### src/rtl/uart_pkg.sv
// uart_pkg: shared UART definitions for the transmitter and the LSU address decode.
//   uart_tx_state_e           transmitter FSM states
//   UART_FRAME_BITS           serial bits per frame, including start and stop
//   UART_DEFAULT_CLKS_PER_BIT 100 MHz core clock / 115200 baud
//   UART_DATA_ADDR            store address that launches a frame
// Optional feature macro: UART_TX_PARITY_EN (adds an even parity bit, 8E1).
package uart_pkg;

`ifdef UART_TX_PARITY_EN
  localparam int unsigned UART_FRAME_BITS = 11;
`else
  localparam int unsigned UART_FRAME_BITS = 10;
`endif

  localparam int unsigned UART_DEFAULT_CLKS_PER_BIT = 868;
  localparam logic [31:0] UART_DATA_ADDR            = 32'h1000_0000;

  typedef enum logic [2:0] {
    StIdle,
    StStart,
    StData,
`ifdef UART_TX_PARITY_EN
    StParity,
`endif
    StStop
  } uart_tx_state_e;

endpackage

### src/rtl/uart_baud_cnt.sv
// uart_baud_cnt: bit-period counter for the UART transmitter.
//   clk  in  core clock
//   rst  in  synchronous reset, active-high
//   clr  in  hold the counter at zero
//   tick out high in the last cycle of each bit period
module uart_baud_cnt
  import uart_pkg::*;
#(
  parameter int unsigned CLKS_PER_BIT = UART_DEFAULT_CLKS_PER_BIT
) (
  input  logic clk,
  input  logic rst,
  input  logic clr,
  output logic tick
);

  localparam int unsigned CntW = $clog2(CLKS_PER_BIT);

  logic [CntW-1:0] r_cnt;

  assign tick = (r_cnt == CntW'(CLKS_PER_BIT - 1));

  always_ff @(posedge clk) begin
    if (rst || clr) begin
      r_cnt <= '0;
    end else if (tick) begin
      r_cnt <= '0;
    end else begin
      r_cnt <= r_cnt + 1'b1;
    end
  end

endmodule

### src/rtl/uart_tx.sv
// uart_tx: memory-mapped UART transmitter, 8N1 (8E1 with UART_TX_PARITY_EN defined).
//   clk      in  core clock
//   rst      in  synchronous reset, active-high
//   tx_start in  one-cycle store strobe to the UART data address
//   tx_data  in  byte to send, sampled only when tx_start is accepted
//   t_byte_i out transmitter busy, drives the hazard unit stall
//   tx_done  out one-cycle pulse as a frame completes
//   tx_out   out serial line, idles high
// Optional feature macro: UART_TX_PARITY_EN.
module uart_tx
  import uart_pkg::*;
#(
  parameter int unsigned CLKS_PER_BIT = UART_DEFAULT_CLKS_PER_BIT,
  parameter int unsigned DATA_BITS    = 8
) (
  input  logic                 clk,
  input  logic                 rst,
  input  logic                 tx_start,
  input  logic [DATA_BITS-1:0] tx_data,
  output logic                 t_byte_i,
  output logic                 tx_done,
  output logic                 tx_out
);

  uart_tx_state_e       r_state, w_state_d;
  logic [DATA_BITS-1:0] r_shift, w_shift_d;
  logic [2:0]           r_idx, w_idx_d;
  logic                 r_busy, r_done, r_line;
  logic                 w_done_d, w_line_d;
  logic                 w_tick, w_clr;
`ifdef UART_TX_PARITY_EN
  logic                 r_par, w_par_d;
`endif

  // Held clear while idle so the first bit period starts at zero on acceptance.
  assign w_clr = (r_state == StIdle);

  uart_baud_cnt #(
    .CLKS_PER_BIT(CLKS_PER_BIT)
  ) u_baud_cnt (
    .clk  (clk),
    .rst  (rst),
    .clr  (w_clr),
    .tick (w_tick)
  );

  always_comb begin
    w_state_d = r_state;
    w_shift_d = r_shift;
    w_idx_d   = r_idx;
    w_done_d  = 1'b0;
`ifdef UART_TX_PARITY_EN
    w_par_d   = r_par;
`endif
    unique case (r_state)
      StIdle: begin
        if (tx_start) begin
          w_shift_d = tx_data;
          w_idx_d   = '0;
`ifdef UART_TX_PARITY_EN
          w_par_d   = ^tx_data;
`endif
          w_state_d = StStart;
        end
      end
      StStart: begin
        if (w_tick) w_state_d = StData;
      end
      StData: begin
        if (w_tick) begin
          w_shift_d = r_shift >> 1;
          w_idx_d   = r_idx + 3'd1;
          if (r_idx == 3'(DATA_BITS - 1)) begin
`ifdef UART_TX_PARITY_EN
            w_state_d = StParity;
`else
            w_state_d = StStop;
`endif
          end
        end
      end
`ifdef UART_TX_PARITY_EN
      StParity: begin
        if (w_tick) w_state_d = StStop;
      end
`endif
      StStop: begin
        if (w_tick) begin
          w_state_d = StIdle;
          w_done_d  = 1'b1;
        end
      end
      default: w_state_d = StIdle;
    endcase
  end

  // Line level is decoded from the next state so tx_out comes straight from a flop.
  always_comb begin
    w_line_d = 1'b1;
    unique case (w_state_d)
      StIdle:   w_line_d = 1'b1;
      StStart:  w_line_d = 1'b0;
      StData:   w_line_d = w_shift_d[0];
`ifdef UART_TX_PARITY_EN
      StParity: w_line_d = w_par_d;
`endif
      StStop:   w_line_d = 1'b1;
      default:  w_line_d = 1'b1;
    endcase
  end

  always_ff @(posedge clk) begin
    if (rst) begin
      r_state <= StIdle;
      r_shift <= '0;
      r_idx   <= '0;
      r_busy  <= 1'b0;
      r_done  <= 1'b0;
      r_line  <= 1'b1;
`ifdef UART_TX_PARITY_EN
      r_par   <= 1'b0;
`endif
    end else begin
      r_state <= w_state_d;
      r_shift <= w_shift_d;
      r_idx   <= w_idx_d;
      r_busy  <= (w_state_d != StIdle);
      r_done  <= w_done_d;
      r_line  <= w_line_d;
`ifdef UART_TX_PARITY_EN
      r_par   <= w_par_d;
`endif
    end
  end

  assign t_byte_i = r_busy;
  assign tx_done  = r_done;
  assign tx_out   = r_line;

endmodule
### config.mk
export PLATFORM = sky130hd
export DESIGN_NAME = uart_tx
export DESIGN_NICKNAME = d
export VERILOG_FILES = /design/src/rtl/uart_pkg.sv /design/src/rtl/uart_baud_cnt.sv /design/src/rtl/uart_tx.sv
export SDC_FILE = /design/constraint.sdc
export NUM_CORES = 1
export LEC_CHECK = 0
export ABC_CLOCK_PERIOD_IN_PS = 2400
export CORE_AREA = 10 10 50 81
export CTS_CLUSTER_DIAMETER = 100
export DETAILED_ROUTE_END_ITERATION = 12
export DIE_AREA = 0 0 60 91
export MAX_ROUTING_LAYER = met4
export PLACE_DENSITY = 0.67
export SLEW_MARGIN = 30
export SYNTH_ARGS = -nofsm -noshare
export SYNTH_HDL_FRONTEND = slang
export SYNTH_HIERARCHICAL = 1
export SYNTH_SLANG_ARGS = --single-unit
### constraint.sdc
create_clock -name clk -period 2.4 [get_ports clk]
set_clock_uncertainty 0.15 [all_clocks]
set_input_delay 0.24 -clock clk [delete_from_list [all_inputs] [get_ports clk]]
set_output_delay 0.24 -clock clk [all_outputs]
set_load 0.02 [all_outputs]
==> impl_metrics.ini, run 1 <==
[floorplan]
die_y_um = 91
dieWidth_um = 60
die_area_mm2 = 0.00546
start_util = 0.439
ios = 14
row_count = 25
core_area_mm2 = 0.00269

[setup_path]
crit_path_max_fanout = 10
worstSetupStartpoint = u_baud_cnt/r_cnt[0]
path_cells = ha_2 > nor2b_2 > nand2_1 > nor2_1 > nor4bb_4 > buf_4 > nor2_2 > a22oi_1 > nor2_1
r2r-start = u_baud_cnt/r_cnt[0]
start_kind = register
crit_type = register to register
path_delay_family = simple AND/OR/NAND/NOR gates
slowest_delay_ps = 380
path_buf_inv = 1
cpMaxStageDelayCell = dfxtp_1
arrival_ps = 2220
critPathCaptureType = register
r2r.worst_path.cells = 9
crit_cells = 9
cp_common_cell = nor2_1
worstPathRequired_ps = 2420

[placement]
io_buffers = 13
dp_hpwl_um = 1830
dp_worst_setup_slack_ps = 142
place_congestion = 0.799

[grt]
grt_start_max_net_pins = 16
grt_pass1_wl_um = 4150
grt_pass1_vias = 996
grtUsageTotal = 0.0946
antenna_found_initial = 0
grt_overflow = 0

[yosys]
ys_seq_elements = 27
postSynthAreaPerCell_um2 = 9.08
yosys_most_used_dff = dfxtp_1
yosysWarnings = 6
ys_types = 36
synthCells = 130
synth_edf_count = 0
ys_seq_area_frac = 0.458
syn-cell-area_mm2 = 0.00118
synth_async_sr_flop_share = 0
syn_nets = 144

[clock_network]
postCtsHoldBufs = 0
cts_tree = done
cts-htree-levels = 1
cts_resized = 0
clock_latency_ps = 270
cts_inserted_buffers = 3
cts_max_path_buffers = 2
clkSlewWorstSetupHoldPaths_ps = 90
post-cts-setup-buffers = 0
clockRootBuffer = clkbuf_8
clock-sinks = 27

[power]
p_leak_uw = 0.000509
finalPower_uw = 785
powerDensity_mw_per_mm2 = 548
vdd_ir_drop_max_uv = 395

[final_layout]
antenna_cells = 0
drive_above_1_share = 0.135
nNetsFinal = 163
synthToLayoutAreaGrowth_pct = 21.3

[min_path]
min_path_type = register to register
min_path_cells = 2
hp-start = r_shift[5]

[timing]
finalCritPeriodShare = 0.916
setup_viol = 0
fmax_mhz = 455
finalSetupTns_ps = 0
fin_crit_ps = 2200
finalHoldViolCount = 0
worst_slack_ps = 201
slew_violations = 0

[status]
status = completed

[route]
drt_wl_total_um = 2380
wl_per_cell_um = 13.6
drtIter0Drc = 15
vias = 980
drcViolationCount = 0
drtPass1Iterations = 6
vias_per_cell = 5.60
ant_nets = 0

[run]
max_cap_viol_count = 0
cell type report:
| class | count | area, um2 |
|---|---|---|
| fillers | 259 | 1260 |
| multi-input cells | 96 | 628 |
| flip-flops and latches | 27 | 541 |
| repair buffers | 19 | 175 |
| clock buffers | 3 | 41.3 |
| well taps | 27 | 33.8 |
| inverters | 2 | 7.51 |
| clock inverters | 1 | 5.00 |
worst min-delay path, delay by kind of cell, from the launching register on:
kind	cells	cell delay (ps)
and+or+nand+nor	1	50
AOI/OAI and AO/OA	1	50
DFF	1	320
final timing paths:
check	end	slack, ps
worst max-delay path	r_shift[7]	200
worst min-delay path	r_shift[5]	310
worst max register to register	r_shift[7]	200
worst min register to register	r_shift[5]	310
flip-flops by register name, summed over array words and instances, names as in the netlist:
name              flops
tx_out                1
r_shift               8
tx_done               1
r_state               3
u_baud_cnt/r_cnt     10
t_byte_i              1
r_idx                 3
where the power goes:
part           switching [uW]  internal [uW]  total (uW)
clock network             134            116         250
logic                    28.4           36.5        64.9
registers                10.8            459         470
total                     173            612         785
per-stage QoR:
| step | cell area (um2) | util | hold slack [ps] | cells |
|---|---|---|---|---|
| final | 1430 | 0.532 | 312 | 175 |
| after global routing | 1430 | 0.532 | 339 | 175 |
| after CTS | 1410 | 0.522 | 314 | 175 |
| after detailed placement | 1360 | 0.505 | 302 | 171 |
| after global placement | 1360 | 0.505 | 289 | 171 |
| after floorplan | 1180 | - | 159 | 130 |
logic make-up (layout without fill, tap and decap cells):
| family | Yosys count | in the layout | synth area share |
|---|---|---|---|
| other | 1 | 1 | 0.00318 |
| xor gates and xnor gates | 6 | 6 | 0.0445 |
| and+or+nand+nor | 55 | 55 | 0.256 |
| buffers and inverters | 7 | 25 | 0.0318 |
| adders and majority gates | 3 | 3 | 0.0318 |
| AOI/OAI and AO/OA | 30 | 30 | 0.166 |
| muxes | 1 | 1 | 0.00848 |
| DFF | 27 | 27 | 0.458 |
cells in the final DEF, fill, tap and decap left out, types with 4 or more instances in the layout:
| cell type | synthesis | final |
|---|---|---|
| a22oi_1 | 8 | 8 |
| clkdlybuf4s50_1 | 0 | 13 |
| nand2_1 | 13 | 13 |
| nand3_1 | 7 | 7 |
| buf_4 | 0 | 6 |
| dfxtp_1 | 27 | 27 |
| nor2_1 | 15 | 15 |
| xor2_1 | 4 | 4 |
| a21oi_1 | 11 | 11 |
Yosys cell counts (3+ instances only):
library cell	count	share of area
a31oi_1	3	0.016
nand2_1	13	0.041
ha_1	3	0.032
buf_2	3	0.013
a21oi_1	11	0.047
nor2_1	15	0.048
nor2b_1	3	0.016
nand3_1	7	0.030
nor3_1	3	0.013
a22oi_1	8	0.051
xor2_1	4	0.030
dfxtp_1	27	0.46
metal layers:
layer,share of wire,track usage
met1,0.41,0.103
met4,0.018,0.0451
met3,0.025,0.0167
met2,0.54,0.156
met5,0,-
Note: power is estimated with default switching activity, not from simulation.
==> inputs of run 2 (changes only) <==
- CORE_AREA: 10 10 50 81 -> 10 10 61 63
- DIE_AREA: 0 0 60 91 -> 0 0 71 73
- PLACE_DENSITY: 0.67 -> 0.71
- SETUP_SLACK_MARGIN: unset -> 0.05
==> impl_metrics.ini, run 2 (synthesis results as in run 1) <==
[status]
status = completed

[clock_network]
cts_tree = done
cts-htree-levels = 1
clkSlewWorstSetupHoldPaths_ps = 140
postCtsHoldBufs = 0
post-cts-setup-buffers = 0
cts_inserted_buffers = 3
clock-sinks = 27
cts_max_path_buffers = 2
clockRootBuffer = clkbuf_4
clock_latency_ps = 320
cts_resized = 0

[placement]
placed_area_mm2 = 0.00136
dp_worst_setup_slack_ps = 236
place_congestion = 0.803
dp_hpwl_um = 1640
io_buffers = 13

[timing]
setup_viol = 0
hold_ws_ps = 324
finalHoldViolCount = 0
fmax_mhz = 469
finalCritPeriodShare = 0.888
worst_slack_ps = 268
slew_violations = 0
finalSetupTns_ps = 0
rsz0062_at_grt = false
fin_crit_ps = 2130

[final_layout]
final_cell_area_mm2 = 0.00140
final_cell_mix = 27 x dfxtp_1, 15 x nor2_1, 13 x nand2_1, 13 x clkdlybuf4s50_1, 11 x a21oi_1
drive_above_1_share = 0.122
fillers = 254
regMostFlops = u_baud_cnt/r_cnt
mostFrequentLayoutCell = dfxtp_1
largest_reg_flops = 10
nNetsFinal = 163
synthToLayoutAreaGrowth_pct = 18.7
top_regs = u_baud_cnt/r_cnt: 10 flops, r_shift: 8 flops
antenna_cells = 0

[setup_path]
start_kind = register
crit_type = register to register
worstPathRequired_ps = 2510
path_cells = ha_1 > nor2b_2 > nand2_1 > nor2_1 > buf_4 > nor2b_1 > a211oi_1 > and3b_1 > a31oi_1
critPathCaptureType = register
reg2reg_slack_ps = 270
crit_path_max_fanout = 7
cp-endpoint = tx_out
path_delay_family = simple AND/OR/NAND/NOR gates
r2r-start = u_baud_cnt/r_cnt[0]
r2r.worst_path.cells = 9
crit_cells = 9
slowest_delay_ps = 400
cpMaxStageDelayCell = dfxtp_1
reg2reg_to = tx_out
worstSetupStartpoint = u_baud_cnt/r_cnt[0]
path_buf_inv = 1
arrival_ps = 2240

[route]
drcViolationCount = 0
drtPass1Iterations = 4
vias_per_cell = 5.45
drtIter0Drc = 45
drt_wl_total_um = 2200
wl_per_cell_um = 12.3
ant_nets = 0
vias = 976

[min_path]
min_path_cells = 2
min_path_type = register to register

[grt]
grt_start_max_net_pins = 16
grt_overflow = 0
grt_use_met1 = 0.0943
grtUsageTotal = 0.0853
use_met3 = 0.0163
gr-usage-met2 = 0.142
grt_pass1_wl_um = 3680
grt.busiest_layer = met2
antenna_found_initial = 0
grt_pass1_vias = 906

[floorplan]
row_count = 19
die_area_mm2 = 0.00518
core_area_mm2 = 0.00262
dieWidth_um = 71
start_util = 0.451
ios = 14
die_y_um = 73

[power]
powerDensity_mw_per_mm2 = 518
p_leak_uw = 0.000503
vdd_ir_drop_max_uv = 337

[run]
max_cap_viol_count = 0
run 2: power by group:
part	total, uW	internal [uW]	switching, uW
logic	64.4	36.3	28.1
clock network	192	62.5	129
registers	470	460	9.85
run 2: final cells by class:
class	instances	area, um2	area share
Tap cell	31	38.8	0.0277
Multi-Input combinational cell	96	611	0.436
Inverter	2	7.51	0.00536
Clock buffer	3	22.5	0.0161
Sequential cell	27	541	0.386
Clock inverter	1	5.00	0.00357
Timing Repair Buffer	19	175	0.125
run 2: per-stage QoR:
step	total power (uW)	std cells	utilization
finish	726	179	0.535
detailed placement	544	175	0.522
CTS	739	179	0.532
global route	760	179	0.535
floorplan	512	130	-
global placement	542	175	0.522
run 2: routing by layer:
layer	vias to the layer above	wire length [um]
met3	5	50
met1	457	1040
met2	15	1070
met4	0	42
met5	-	0
li1	499	-
run 2: worst register-to-register path, cell delays in order (launching register included):
cell and delay, ps:
dfxtp_1 400, ha_1 230, nor2b_2 200, nand2_1 110, nor2_1 140, buf_4 160
nor2b_1 50, a211oi_1 290, and3b_1 220, a31oi_1 120
run 2: worst min path at each step:
stage / start / slack, ps / to
floorplan: rst / 160 / r_shift[1]
global placement: u_baud_cnt/r_cnt[0] / 290 / u_baud_cnt/r_cnt[0]
detailed placement: r_shift[5] / 310 / r_shift[5]
CTS: r_shift[5] / 330 / r_shift[5]
global route: r_shift[5] / 350 / r_shift[5]
finish: r_shift[4] / 320 / r_shift[4]
==> inputs of run 3 (changes only) <==
- TNS_END_PERCENT: unset -> 10
==> results of run 3 <==
No change in the layout: final DEF, timing and power equal those of run 2.
